--- src/rtl/seq_track_pkg.sv ---
// rtl/seq_track_pkg.sv - constants, FSM type and raw/index tables for seq_track
package seq_track_pkg;

  localparam int         SEQ_LEN      = 10;
  localparam logic [3:0] RESET_STATE  = 4'd10;
  localparam logic [15:0] ILLEGAL_MASK = 16'hB0C2;

  typedef enum logic [1:0] {
    HUNT    = 2'd0,
    CONFIRM = 2'd1,
    LOCKED  = 2'd2
  } seqState_t;

  // One nibble per raw code (raw 15 in the top nibble); illegal codes map to 0
  localparam logic [63:0] RAW_TO_IDX = 64'h0500_2063_0094_8107;
  // One nibble per index (index 15 in the top nibble); only 0..9 are used
  localparam logic [63:0] IDX_TO_RAW = 64'h0000_0053_09E4_8B2A;

  function automatic logic [3:0] rawToIdx(input logic [3:0] raw);
    return RAW_TO_IDX[{raw, 2'b00} +: 4];
  endfunction

  function automatic logic [3:0] idxToRaw(input logic [3:0] index);
    return IDX_TO_RAW[{index, 2'b00} +: 4];
  endfunction

  // Raw code that follows raw in the cycle; index 9 wraps back to index 0
  function automatic logic [3:0] nextRaw(input logic [3:0] raw);
    logic [3:0] cur;
    logic [3:0] nxt;
    cur = rawToIdx(raw);
    nxt = (cur == 4'(SEQ_LEN - 1)) ? 4'd0 : cur + 4'd1;
    return idxToRaw(nxt);
  endfunction

endpackage

--- src/rtl/seq_track_lut.sv ---
// rtl/seq_track_lut.sv - combinational raw state decode: legal flag, index, successor
module seq_track_lut
  import seq_track_pkg::*;
(
  input  logic [3:0] rawState,
  output logic       legal,
  output logic [3:0] index,
  output logic [3:0] nextState
);

  // Pure table lookup; index/nextState are meaningless when legal is low
  always_comb begin
    legal     = ~ILLEGAL_MASK[rawState];
    index     = rawToIdx(rawState);
    nextState = nextRaw(rawState);
  end

endmodule

--- src/rtl/seq_track.sv ---
// rtl/seq_track.sv - lock/track FSM for the 10-state raw counter stream; SEQ_TRACK_ERRCNT_EN adds err_cnt
module seq_track
  import seq_track_pkg::*;
#(
  parameter int LOCK_CNT = 3,
  parameter int LOSS_CNT = 2
) (
  input  logic       C,
  input  logic       nR,
  input  logic       in_valid,
  input  logic [3:0] in_state,
  output logic [3:0] expected,
  output logic [3:0] idx,
  output logic       idx_valid,
  output logic       locked,
  output logic       err,
`ifdef SEQ_TRACK_ERRCNT_EN
  output logic [7:0] err_cnt,
`endif
  output logic       illegal
);

  localparam logic [1:0] StHunt    = HUNT;
  localparam logic [1:0] StConfirm = CONFIRM;
  localparam logic [1:0] StLocked  = LOCKED;

  localparam logic [2:0] LockTarget = 3'(LOCK_CNT);
  localparam logic [2:0] LossTarget = 3'(LOSS_CNT);

  logic [1:0] state;
  logic [2:0] matchCnt;
  logic [2:0] missCnt;
  logic       sLegal;
  logic [3:0] sIdx;
  logic [3:0] sNext;

  seq_track_lut lut (
    .rawState (in_state),
    .legal    (sLegal),
    .index    (sIdx),
    .nextState(sNext)
  );

  // Tracker FSM: seed in HUNT, count matches in CONFIRM, flywheel through misses in LOCKED
  always_ff @(posedge C or negedge nR) begin
    if (!nR) begin
      state     <= StHunt;
      expected  <= RESET_STATE;
      idx       <= 4'd0;
      idx_valid <= 1'b0;
      locked    <= 1'b0;
      err       <= 1'b0;
      illegal   <= 1'b0;
      matchCnt  <= 3'd0;
      missCnt   <= 3'd0;
    end else begin
      idx_valid <= 1'b0;
      err       <= 1'b0;
      illegal   <= 1'b0;
      if (in_valid) begin
        case (state)
          StHunt: begin
            if (sLegal) begin
              idx      <= sIdx;
              expected <= sNext;
              matchCnt <= 3'd0;
              missCnt  <= 3'd0;
              state    <= StConfirm;
            end else begin
              illegal <= 1'b1;
            end
          end
          StConfirm: begin
            if (!sLegal) begin
              illegal  <= 1'b1;
              matchCnt <= 3'd0;
              expected <= RESET_STATE;
              state    <= StHunt;
            end else if (in_state == expected) begin
              idx      <= sIdx;
              expected <= sNext;
              if (matchCnt + 3'd1 == LockTarget) begin
                state     <= StLocked;
                locked    <= 1'b1;
                idx_valid <= 1'b1;
                matchCnt  <= 3'd0;
                missCnt   <= 3'd0;
              end else begin
                matchCnt <= matchCnt + 3'd1;
              end
            end else begin
              // A legal but unexpected code is the best new seed we have
              err      <= 1'b1;
              idx      <= sIdx;
              expected <= sNext;
              matchCnt <= 3'd0;
            end
          end
          StLocked: begin
            if (in_state == expected) begin
              idx       <= sIdx;
              idx_valid <= 1'b1;
              expected  <= sNext;
              missCnt   <= 3'd0;
            end else begin
              err     <= sLegal;
              illegal <= ~sLegal;
              idx     <= rawToIdx(expected);
              if (missCnt + 3'd1 == LossTarget) begin
                state    <= StHunt;
                locked   <= 1'b0;
                missCnt  <= 3'd0;
                matchCnt <= 3'd0;
                expected <= RESET_STATE;
              end else begin
                missCnt  <= missCnt + 3'd1;
                expected <= nextRaw(expected);
              end
            end
          end
          default: begin
            state <= StHunt;
          end
        endcase
      end
    end
  end

`ifdef SEQ_TRACK_ERRCNT_EN
  // Saturating count of cycles showing an err or illegal pulse
  always_ff @(posedge C or negedge nR) begin
    if (!nR) begin
      err_cnt <= 8'd0;
    end else if ((err || illegal) && (err_cnt != 8'hFF)) begin
      err_cnt <= err_cnt + 8'd1;
    end
  end
`endif

endmodule

--- config.mk ---
export PLATFORM = sky130hd
export DESIGN_NAME = seq_track
export DESIGN_NICKNAME = d
export VERILOG_FILES = /design/src/rtl/seq_track_pkg.sv /design/src/rtl/seq_track_lut.sv /design/src/rtl/seq_track.sv
export SDC_FILE = /design/constraint.sdc
export NUM_CORES = 1
export LEC_CHECK = 0
export ABC_AREA = 1
export CORE_MARGIN = 3
export CORE_UTILIZATION = 57
export CTS_CLUSTER_DIAMETER = 30
export DETAILED_ROUTE_END_ITERATION = 6
export GPL_TIMING_DRIVEN = 0
export HOLD_SLACK_MARGIN = 0.1
export PLACE_DENSITY = 0.87
export SLEW_MARGIN = 30
export SYNTH_ARGS = -nofsm -noshare
export SYNTH_HDL_FRONTEND = slang
export SYNTH_SLANG_ARGS = --single-unit
export TNS_END_PERCENT = 30
--- constraint.sdc ---
create_clock -name C -period 2.1 [get_ports C]
set_input_delay 0.315 -clock C [delete_from_list [all_inputs] [get_ports C]]
set_output_delay 0.315 -clock C [all_outputs]
set_load 0.05 [all_outputs]
-- Word-level counts from Yosys, hierarchy flattened
Memories as Yosys holds them, arrays and structs flattened.
Cells that the tools add are included.
- latch bits: 0
- bits of input ports: 7
- flip-flop bits (word level): 20
- output and inout port bits: 12
- bits in writable memories: 0
- memory bits (read-only): 16
- logic and storage cells: 99
- memories kept: 1
- memory list (name ; depth ; bits a word ; rd ports ; clocked after Yosys merged registers in ; wr ports ; line ; text):
    (name not given) ; 16 ; 1 ; 1 ; 0 ; 0 ; seq_track_lut.sv:13 ; legal = ~ILLEGAL_MASK[rawState];
- $lt $le $gt $ge: 1
- add/subtract/negate cells: 4
- reductions and logical operators: 11
- muxes and demuxes: 52
- shifts and indexed selects: 4
- $mul: 0
- equality and inequality tests: 16
- div/mod/pow operators: 0
- bitwise gates (word level): 1
- operator list (operator ; number):
    variable part select 64 x 7 -> 4 bit (first input constant) ; 4
    2-to-1 mux 3 bit ; 11
    2-to-1 mux 4 bit ; 8
    2-to-1 mux 1 bit ; 18
    one-hot mux 3 bit (3 select lines) ; 2
    != test 2 bit (second input constant) ; 7
    2-to-1 mux 2 bit ; 6
    one-hot mux 4 bit (3 select lines) ; 1
    AND reduction 6 bit ; 2
    adder 4 x 1 -> 4 bit (second input constant) ; 2
    equality test 4 bit (second input constant) ; 2
    one-hot mux 1 bit (2 select lines) ; 4
    one-hot mux 4 bit (2 select lines) ; 1
    AND reduction 7 bit ; 1
    adder 3 x 1 -> 3 bit (second input constant) ; 2
    equality test 3 x 2 -> 1 bit (second input constant) ; 2
    != test 3 bit (second input constant) ; 2
    one-hot mux 2 bit (3 select lines) ; 1
    AND reduction 3 bit ; 2
    less-than comparator 4 x 5 -> 1 bit (second input constant) ; 1
    AND reduction 5 bit ; 1
    equality test 4 bit ; 1
    nonzero test 2 bit ; 2
    nonzero test 3 bit ; 1
    5 further kinds ; 5

-- Logic depth before layout (Yosys ltp)
- depth after elaboration: 7
- gate-level depth with buffers: 18
- mapped depth without buffers: 17

-- Modules after synthesis
Synthesis repeated with hierarchy kept, for this count alone.
- cells, all modules: 262
- area total of the unflattened synthesis: 1836.8 um^2
- modules (own cells, without submodules) (module ; instances ; cells each ; area each (um^2)):
    seq_track ; 1 ; 207 ; 1514.0
    seq_track_lut ; 1 ; 55 ; 322.8

-- Least setup slack after synthesis
Ideal clock, no wire load.
- path kind: reg-to-reg
- start point: register expected[0]
- end point: register expected[3]
- arrival: 2.102 ns
- setup time: 0.076 ns
- stages on the path, launching flop included: 19
- data required time: 2.024 ns
- slack: -0.077 ns
- path through: dfrtp_1 buf_4 inv_1 nand3_1 nand2_1 nand2_1 nand2_2 nand3b_1 nand2_1 inv_1 ha_1 inv_1 nand3_1 nand3_1 nand2_1 nand2_1 nand3_1 nand2_1 nand2_1
- word-level cells in the longest chain between the ends: 7
- elaborated cells on any way between the ends: 9
- those cells by class: 1 x add/sub; 2 x eq/ne; 2 x shift; 4 x mux
- RTL lines (element ; line ; text):
    start: declaration ; seq_track.sv:12 ; output logic [3:0] expected,
    start signal: assignment ; seq_track.sv:65 ; expected <= sNext;
    start signal: assignment ; seq_track.sv:81 ; expected <= sNext;
    start signal: assignment ; seq_track.sv:95 ; expected <= sNext;
    variable part select 64 x 7 -> 4 bit ; seq_track_pkg.sv:20 ; return RAW_TO_IDX[{raw, 2'b00} +: 4];
    adder 4 x 1 -> 4 bit or equality test 4 bit (tied branches) ; seq_track_pkg.sv:32 ; nxt = (cur == 4'(SEQ_LEN - 1)) ? 4'd0 : cur + 4'd1;
    2-to-1 mux 4 bit ; seq_track_pkg.sv:32 ;
    variable part select 64 x 7 -> 4 bit ; seq_track_pkg.sv:24 ; return IDX_TO_RAW[{index, 2'b00} +: 4];
    2-to-1 mux 4 bit ; seq_track.sv:109 ; if (missCnt + 3'd1 == LossTarget) begin
    2-to-1 mux 4 bit (*) ; seq_track.sv:100 ; if (in_state == expected) begin
    one-hot mux 4 bit (3 select lines) (*) ; seq_track.sv:61 ; case (state)
Every way passes the cells marked *; elsewhere a longest branch is shown, timed or not.
A chain may end at the register's enable or synchronous reset.

-- Worst setup path in the final report
- start point: register expected[1]
- end point: register expected[3]
The elaborated chain is that of the path after synthesis.

==> impl_summary.txt <==
----------------------------------------------------
[Status]
  Result of the run ... completed

[Global routing]
  Global-route wire length before repair ... between 7 and 8 mm
  Routing layer with the top usage in global route ... met2
  Gr usage total ... between 20% and 30%
  Met2 usage in global routing ... 38.2%
  Maximum number of pins on one net before global-route repair ... 21
  Aggregate global routing overflow ... 0
  Vias in the first global route ... 1705
  Fraction of met3 tracks used by global routing ... under 10%
  GR met1 Demand/Resource ... a little under a third
  Initial antenna violation count ... 0

[Cells and area]
  Final Non-Filler Cells ... roughly 350
  Diode count ... 0
  Net count, final ... around 330
  Area grow syn2layout ... 22.6%
  Share of cells above drive strength 1 ... roughly a fifth
  Final std cell area, no fill ... 2270 sq um

[Placed design]
  Weighted congestion at the end of routability-driven global placement ... 0.890
  Final HPWL DP ... 3.26 mm
  Post-detailed-placement cell area ... ~2100 sq um
  Number of placed cells counting well taps ... 336
  Pre-CTS setup slack ... -773 ps
  # port buffers ... 16

[Min path]
  Tightest Hold Check Type ... in2async

[Synth]
  Most numerous cell types in the synthesized netlist ... sky130_fd_sc_hd__nand2_1, sky130_fd_sc_hd__inv_1, sky130_fd_sc_hd__nand3_1
  Mapped Nets ... around 300
  Mean cell area of the mapped netlist ... 6.71 sq um
  Area share of the largest cell type after synthesis ... 24.3%
  Post-synthesis cell type with the largest combined area ... sky130_fd_sc_hd__dfrtp_1
  Dominant synthesized flop cell ... sky130_fd_sc_hd__dfrtp_1
  Most common cell in the netlist ... sky130_fd_sc_hd__nand2_1
  Cells after synthesis ... ~280
  Distinct cell type count of the synthesized netlist ... 30
  Number of synthesized flops with an enable pin ... 0
  Share of flip-flops with an asynchronous set or reset ... 100%
  Netlist area before placement ... about 1900 sq um
  Total of flip-flops plus latches after synthesis ... 20
  Cells taking the most area after synthesis ... sky130_fd_sc_hd__dfrtp_1, sky130_fd_sc_hd__nand2_1, sky130_fd_sc_hd__ha_1
  Number of synthesis warnings ... 0
  Sequential share of the synthesized area ... 27.1%

[Timing]
  Worst Slack Setup Final ... roughly 90 ps
  Final Hold Vio Count ... 0
  Final clock skew ... a little over 5 ps
  Setup violators final ... 0
  Final clock period utilization by the worst path ... between 90% and 100%
  RSZ-0062 raised after global routing ... true
  Slew @ Worst Pin ... between 400 and 500 ps
  Hold slack ... between 400 and 500 ps
  Max-slew violation total from the final report ... 0
  Final period demand of the worst path ... 2010 ps
  Fmax ... about 500 MHz
  Worst max-slew margin expressed relative to the limit ... about 67%

[Drt]
  DR pass1 iterations ... 7
  Via density per instance ... between 5 and 6
  Routed WL per cell ... about 13 um
  Via Count ... ~1.9k
  Initial drt markers ... around 120
  Count of antenna-violating nets left after detailed routing ... 0
  Drt drc ... 0
  Total routed wirelength ... around 4.5 mm

[Setup path]
  Required time reported for the critical path endpoint ... about 2400 ps
  Arrival @ worst endpoint ... approximately 2300 ps
  R2r worst-path depth ... 16
  Nature of the critical path startpoint ... flip-flop
  FF-to-FF End ... expected[3]
  Register-to-register setup slack ... ~90 ps
  Kind of critical path ... reg2reg
  Type of element capturing the critical path ... flip-flop
  Critical path peak fanout ... 5
  Worst r2r src ... expected[1]

[Power]
  Leakage component of the power ... 1.17 nW
  Overall power ... between 3 and 4 mW
  Total power per unit cell area ... around 1400 nW/um^2
  Worst IR drop on VDD ... about 0.00099 V

[Floorplanning]
  Die outline width ... 63.0 um
  Site Rows ... 20
  Initial Utilization ... 60.2%
  Number of top-level design ports ... 19
  Die ar. ... roughly 4000 sq um
  Die Ht ... 63.0 um
  Std-Cell Core Area ... 3080 sq um

[Clocking]
  Clock tree root driver cell ... sky130_fd_sc_hd__clkbuf_4
  Latest clock arrival within the worst-skew pair ... ~300 ps
  Number of levels the H-tree was split into ... 1
  Clock Sinks ... 20
  Number of clock buffers inserted by TritonCTS ... 3
  Deepest clock path buffer count ... 2
  CTS tree ... yes
  Worst-path clk slew ... around 120 ps

[Run]
  Number of violations of the max-capacitance limit ... 0

----------------------------------------------------
-- metrics by stage --
stage / util, % / TNS, ps
4_1_cts: 70.8 / 0
3_3_place_gp: 67.4 / -2290
6_report: 73.8 / 0
5_1_grt: 73.8 / -117
2_1_floorplan: - / 0
3_5_place_dp: 67.4 / -2680
-- layer usage --
layer,vias up,wire length [um]
met4,0,61
met2,61,2190
met1,865,2000
li1,946,-
met3,10,220
met5,-,0
-- worst max path at each step --
stage                        to  cells past startpoint        start  slack, ps
floorplan           expected[3]                     17  in_state[2]          3
global placement    expected[3]                     17  in_state[0]       -690
detailed placement  expected[3]                     17  in_state[0]       -770
CTS                 expected[3]                     17  in_state[0]          1
global route        expected[3]                     17  expected[1]        -80
finish              expected[3]                     16  expected[1]         90
-- critical path: stages (launching register included) --
cell and delay (ps):
sky130_fd_sc_hd__dfstp_4 680, sky130_fd_sc_hd__nand3_2 100, sky130_fd_sc_hd__nand2_1 70, sky130_fd_sc_hd__nand2_1 70, sky130_fd_sc_hd__nand2_2 80, sky130_fd_sc_hd__nand3b_1 90
sky130_fd_sc_hd__nand2_2 90, sky130_fd_sc_hd__inv_2 50, sky130_fd_sc_hd__ha_4 250, sky130_fd_sc_hd__inv_1 30, sky130_fd_sc_hd__nand3_1 70, sky130_fd_sc_hd__nand3_1 80
sky130_fd_sc_hd__nand2_1 60, sky130_fd_sc_hd__nand2_1 50, sky130_fd_sc_hd__nand3_1 70, sky130_fd_sc_hd__nand2_1 60, sky130_fd_sc_hd__nand2_1 60
-- final cells by class --
class                   count  area [sq um]
plain buffers               4          25.0
clock buffers               4          36.3
fillers                   253           806
inverters                  42           163
multi-input cells         209          1250
flip-flops and latches     20           509
well taps                  44          55.1
repair buffers             26           233
-- where the power goes --
part	leakage [nW]	switching [mW]	total [mW]	internal, mW
sequential	0.254	0.125	0.650	0.525
combinational	0.896	1.41	2.21	0.802
clock	0.0210	0.125	0.231	0.106
total	1.17	1.66	3.09	1.43
-- repair_timing --
item	4_1_cts	5_1_grt
hold endpoints to repair	0	18
hold buffers	0	1
setup buffers	3	6
cloned	0	0
gates resized for setup	15	24
pin swaps	1	6
setup endpoints to repair	5	12
-- sequential cells by signal, summed over array words and instances, names as in the netlist --
signal     count
state          2
locked         1
missCnt        3
matchCnt       3
err            1
idx            4
idx_valid      1
expected       4
illegal        1
-- cells by family (layout without fill, tap and decap cells) --
family / after synthesis / in the layout / share of synthesized area (%)
xor gates and xnor gates: 6 / 6 / 2.84
adders and majority gates: 15 / 15 / 10.1
DFF: 20 / 20 / 27.1
AOI/OAI and AO/OA: 30 / 30 / 9.45
and+or+nand+nor: 158 / 158 / 40.5
buffers and inverters: 47 / 76 / 9.93
-- cells in the final DEF (no fill, tap or decap), types with 3 or more instances in the layout --
| master | instances |
|---|---|
| sky130_fd_sc_hd__nand2_1 | 66 |
| sky130_fd_sc_hd__inv_1 | 31 |
| sky130_fd_sc_hd__nand3_1 | 31 |
| sky130_fd_sc_hd__nor2_1 | 27 |
| sky130_fd_sc_hd__dfrtp_1 | 16 |
| sky130_fd_sc_hd__ha_1 | 12 |
| sky130_fd_sc_hd__clkdlybuf4s50_1 | 11 |
| sky130_fd_sc_hd__buf_4 | 10 |
| sky130_fd_sc_hd__o21ai_0 | 10 |
| sky130_fd_sc_hd__inv_2 | 9 |
| sky130_fd_sc_hd__o21ai_1 | 8 |
| sky130_fd_sc_hd__nand4_1 | 7 |
| sky130_fd_sc_hd__clkbuf_4 | 6 |
| sky130_fd_sc_hd__nand3_2 | 6 |
| sky130_fd_sc_hd__xor2_1 | 6 |
| sky130_fd_sc_hd__nand2_2 | 5 |
| sky130_fd_sc_hd__a21oi_1 | 5 |
| sky130_fd_sc_hd__nand2_4 | 4 |
| sky130_fd_sc_hd__buf_2 | 3 |
(Power assumes the default switching activity.)
